**src/rtl/shared_counter_arbiter.sv**
```systemverilog
// Round-robin arbiter that lends one shared down-counter to a single requester at a time.
// Each grant runs a timed interval of req_len+1 cycles, then ends with a done pulse or an abort.
module shared_counter_arbiter #(
    parameter int NUM_REQ = 4,
    parameter int WIDTH   = 8,
    localparam int OW     = (NUM_REQ > 1) ? $clog2(NUM_REQ) : 1
) (
    input  logic                     clk,
    input  logic                     rst,
    input  logic [NUM_REQ-1:0]       req,
    input  logic [NUM_REQ*WIDTH-1:0] req_len,
    input  logic                     abort,
    output logic [NUM_REQ-1:0]       grant,
    output logic [NUM_REQ-1:0]       done,
    output logic                     aborted,
    output logic                     busy,
    output logic [WIDTH-1:0]         count,
    output logic [OW-1:0]            owner
);

    typedef enum logic [1:0] {ST_IDLE, ST_RUN, ST_DONE} state_t;

    state_t             state_q, state_d;
    logic [NUM_REQ-1:0] grant_q, grant_d;
    logic [NUM_REQ-1:0] done_q, done_d;
    logic               aborted_q, aborted_d;
    logic               busy_q, busy_d;
    logic [WIDTH-1:0]   count_q, count_d;
    logic [OW-1:0]      owner_q, owner_d;

    logic [WIDTH-1:0]   len_arr  [NUM_REQ];
    logic [OW-1:0]      cand_idx [NUM_REQ];
    logic [OW-1:0]      win_idx;
    logic               win_valid;

    // owner_q doubles as last_owner: candidate k is the k-th index after it, with wrap.
    genvar gi;
    generate
        for (gi = 0; gi < NUM_REQ; gi++) begin : g_cand
            assign len_arr[gi]  = req_len[gi*WIDTH +: WIDTH];
            assign cand_idx[gi] = OW'((int'(owner_q) + gi + 1) % NUM_REQ);
        end
    endgenerate

    assign win_valid = |req;

    always_comb begin
        win_idx = '0;
        for (int k = NUM_REQ - 1; k >= 0; k--) begin
            if (req[cand_idx[k]]) begin
                win_idx = cand_idx[k];
            end
        end
    end

    always_comb begin
        state_d   = state_q;
        grant_d   = grant_q;
        done_d    = '0;
        aborted_d = 1'b0;
        busy_d    = busy_q;
        count_d   = count_q;
        owner_d   = owner_q;
        case (state_q)
            ST_IDLE: begin
                grant_d = '0;
                busy_d  = 1'b0;
                if (win_valid) begin
                    state_d          = ST_RUN;
                    grant_d[win_idx] = 1'b1;
                    owner_d          = win_idx;
                    count_d          = len_arr[win_idx];
                    busy_d           = 1'b1;
                end
            end
            ST_RUN: begin
                // Abort wins over completion, even on the count==0 cycle.
                if (abort) begin
                    state_d   = ST_IDLE;
                    aborted_d = 1'b1;
                    grant_d   = '0;
                    busy_d    = 1'b0;
                end else if (count_q == '0) begin
                    state_d = ST_DONE;
                    done_d  = grant_q;
                    grant_d = '0;
                    busy_d  = 1'b0;
                end else begin
                    count_d = count_q - WIDTH'(1);
                end
            end
            ST_DONE: begin
                state_d = ST_IDLE;
                grant_d = '0;
                busy_d  = 1'b0;
            end
            default: begin
                state_d = ST_IDLE;
                grant_d = '0;
                busy_d  = 1'b0;
            end
        endcase
    end

    always_ff @(posedge clk) begin
        if (rst) begin
            state_q   <= ST_IDLE;
            grant_q   <= '0;
            done_q    <= '0;
            aborted_q <= 1'b0;
            busy_q    <= 1'b0;
            count_q   <= '0;
            owner_q   <= OW'(NUM_REQ - 1);
        end else begin
            state_q   <= state_d;
            grant_q   <= grant_d;
            done_q    <= done_d;
            aborted_q <= aborted_d;
            busy_q    <= busy_d;
            count_q   <= count_d;
            owner_q   <= owner_d;
        end
    end

    assign grant   = grant_q;
    assign done    = done_q;
    assign aborted = aborted_q;
    assign busy    = busy_q;
    assign count   = count_q;
    assign owner   = owner_q;

endmodule

```
**config.mk**
```make
export PLATFORM = sky130hd
export DESIGN_NAME = shared_counter_arbiter
export DESIGN_NICKNAME = d
export VERILOG_FILES = /design/src/rtl/shared_counter_arbiter.sv
export SDC_FILE = /design/constraint.sdc
export NUM_CORES = 1
export LEC_CHECK = 0
export CORE_ASPECT_RATIO = 0.5
export CORE_MARGIN = 2
export CORE_UTILIZATION = 40
export CTS_CLUSTER_DIAMETER = 60
export DETAILED_ROUTE_END_ITERATION = 10
export GPL_TIMING_DRIVEN = 0
export PLACE_DENSITY_LB_ADDON = 0.2
export SETUP_SLACK_MARGIN = 0.5
export SLEW_MARGIN = 20
export SYNTH_ARGS = -nofsm -noshare
export SYNTH_HDL_FRONTEND = slang
export SYNTH_SLANG_ARGS = --single-unit
```
**constraint.sdc**
```tcl
create_clock -name clk -period 2.6 [get_ports clk]
set_clock_uncertainty 0.15 [all_clocks]
set_input_delay 0.52 -clock clk [delete_from_list [all_inputs] [get_ports clk]]
set_output_delay 0.52 -clock clk [all_outputs]
set_load 0.02 [all_outputs]
```
==> reports/qor.txt <==
Slew Limit Fails - 0
Cells after Synth - 169
Critical Path Source Type - register
DIE HEIGHT - 47.18 µm
Max_cap viols - 0
FFs w/ async S/R, synth - 0%
Status - completed
Min Hold Slack - 309.0 ps
Final Util - 69.41%
Hold crit path type - reg -> reg
Nets - 284
Setup crit end kind - register
M1 WL - 2.106 mm
Share of layout cells above drive strength 1 - 25.10%
Routed length on met3 - 566 µm
Post-Layout Cell Count - 294
Post-Syn Area - 1491 µm²
Lkg Pwr - 0.9262 nW
Crit share post-route - 80.50%
Ant. Diodes - 0
Crit path kind - reg -> reg
DR top layer - met4
I/O Buffers - 58
Number of vias in the routed layout - 1716
Row count - 15
Slowest cell delay on critical path - 580 ps
Cts hold-fix bufs - 0
Slew Limit Headroom - 65.12%
Clock root cell - clkbuf_8
Leading area contributor after synthesis - dfxtp_1
Die area - 4263 µm²
Cell total after placement - 278
Post-route minimum period - 2093 ps
Yosys warning count - 0
Unrepaired setup endpoints after global routing - true
CTS Buf Count - 3
Post-synth EDFFs - 0
DRC violations left - 0
Register area - 452.9 µm²
Clock Latency Late Sink - 270 ps
WL final - 5.100 mm
Count of endpoints failing setup in the final report - 0
Core area - 3510 µm²
Die Width - 90.36 µm
GRT overflow - 0
WP data arrival - 2080 ps
Crit Path Max Fanout - 7
Post-synth top cells - dfxtp_1 (22), nor2_1 (12), o21ai_0 (10)
Pin count of the biggest net entering global routing - 14
CP top delay family - simple AND/OR/NAND/NOR gates
I/O pins - 59
Main synth FF type - dfxtp_1
Routed wl met2 - 2.319 mm
Crit path required time - 2590 ps
Most common cell in the netlist - dfxtp_1
Via/cell ratio - 5.837
Post-synthesis cell type count - 59
# fillers - 283
DR WL/cell - 17.35 µm
Cell Chain, Critical Path - or4_4 -> nor4b_4 -> or2_1 -> buf_6 -> a311o_1 -> o41ai_2
Starting density of the core - 42.50%
Area grow syn2layout - 63.34%
Clk slew on worst S/H paths - 80 ps
Area occupied by multi-input gates - 1101 µm²
Dpl hpwl - 3.352 mm
Clk buf depth - 2
CP bufs+invs - 1
Yosys top cell area share - 29.53%
CP max-delay cell - or4_4
CTS tree - done
Remaining antenna violation count - 0
Peak supply drop - 419.8 µV
CTS Sinks - 22
1st-pass router iterations - 5
Final Hold Viols - 0
Least-Margin Pin Slew - 521.3 ps
Synth Register Bits - 22
TNS Setup - 0 ps
Power per cell area - 861.3 nW/µm²
FMAX - 477.8 MHz
Synthesized Nets - 209
GP Congestion - 0.8615
Initial DRC Count - 206
Syn avg cell area - 8.825 µm²
Initial antenna violation count - 0
Overall Global Routing Usage - 23.71%
Number of global-route vias before repair - 1464
First-pass GRT wire length - 7.596 mm
Clock H-tree levels - 1
Post-synthesis sequential area ratio - 29.53%
Synth top area cells - dfxtp_1 (30%), o21ai_0 (3.4%), a2111oi_2 (3.0%)
-- tightest hold or removal path: stages, from the launching register on --
cell	delay [ps]
dfxtp_1	310
inv_1	50
a21oi_1	50
-- state kept, by name, indices dropped and copies added, names as in the netlist --
register and cells:
owner 2, state_q 2, aborted 1, count 8, done 4, busy 1
grant 4
-- cell usage in the layout, fill, tap and decap left out, types with 3 or more instances in the layout --
master / Yosys / final
buf_6: 1 / 3
o21ai_0: 10 / 10
clkbuf_2: 0 / 3
a211o_1: 3 / 3
buf_4: 2 / 13
a21oi_1: 3 / 3
nand3b_1: 5 / 5
a21boi_1: 4 / 4
o31ai_1: 4 / 4
nor3_1: 3 / 3
clkbuf_8: 0 / 3
dfxtp_1: 22 / 16
nor2_1: 12 / 12
clkdlybuf4s50_1: 0 / 52
nand2_1: 3 / 3
a2111oi_2: 3 / 6
or3_1: 5 / 5
nand2b_1: 3 / 3
and3_1: 7 / 7
a32oi_1: 4 / 4
and2_1: 6 / 6
dfxtp_2: 0 / 4
dlygate4sd2_1: 0 / 4
inv_1: 5 / 5
nand3_1: 7 / 7
-- kinds of logic after synthesis --
logic type	after synthesis	synth area share, %
AO/OA/AOI/OAI	57	32.05
XOR/XNOR	2	1.175
adder cells (fa/ha/maj)	1	0.8388
buffers and inverters	15	4.950
flip-flops	22	29.53
multiplexers	2	1.342
AND/OR/NAND/NOR	70	30.12
-- power breakdown --
part	internal, W	switching [W]
clock network	0.000206	0.000114
logic	0.000596	0.000627
registers	0.000430	0.000126
total	0.00123	0.000867
-- final timing paths --
| path | start | endpoint | slack [ps] | cells after the start |
|---|---|---|---|---|
| max | count[3] | count[4] | 510 | 6 |
| min | busy | busy | 310 | 2 |
| max reg2reg | count[3] | count[4] | 510 | 6 |
| min reg2reg | busy | busy | 310 | 2 |
-- layer usage --
metal | track usage [%] | vias up
met2 | 40.45 | 108
li1 | - | 804
met5 | 0 | -
met4 | 7.077 | 0
met3 | 4.173 | 19
met1 | 32.08 | 785
-- layout make-up --
class | instances | share of cell area, %
plain buffers | 10 | 2.979
clock buffers | 3 | 1.695
clock inverters | 1 | 1.233
inverters | 5 | 0.7704
multi-input cells | 133 | 45.20
flip-flops and latches | 22 | 18.59
well taps | 51 | 2.619
repair buffers | 69 | 26.91
-- metrics by stage --
| stage | power, W | setup slack, ps | instance area [µm²] |
|---|---|---|---|
| global route | 0.002208 | 440.7 | 2436 |
| finish | 0.002098 | 507.1 | 2436 |
| global placement | 0.001560 | -130.7 | 2136 |
| CTS | 0.001979 | 503.5 | 2337 |
| detailed placement | 0.001577 | -109.0 | 2136 |
| floorplan | 0.001214 | 529.3 | 1491 |
-- timing repair --
action	CTS	global route
pin swaps	7	8
setup endpoints to repair	17	13
setup buffers	8	3
resized for setup	22	27
cloned	1	0
Note: power is estimated with default switching activity, not from simulation.
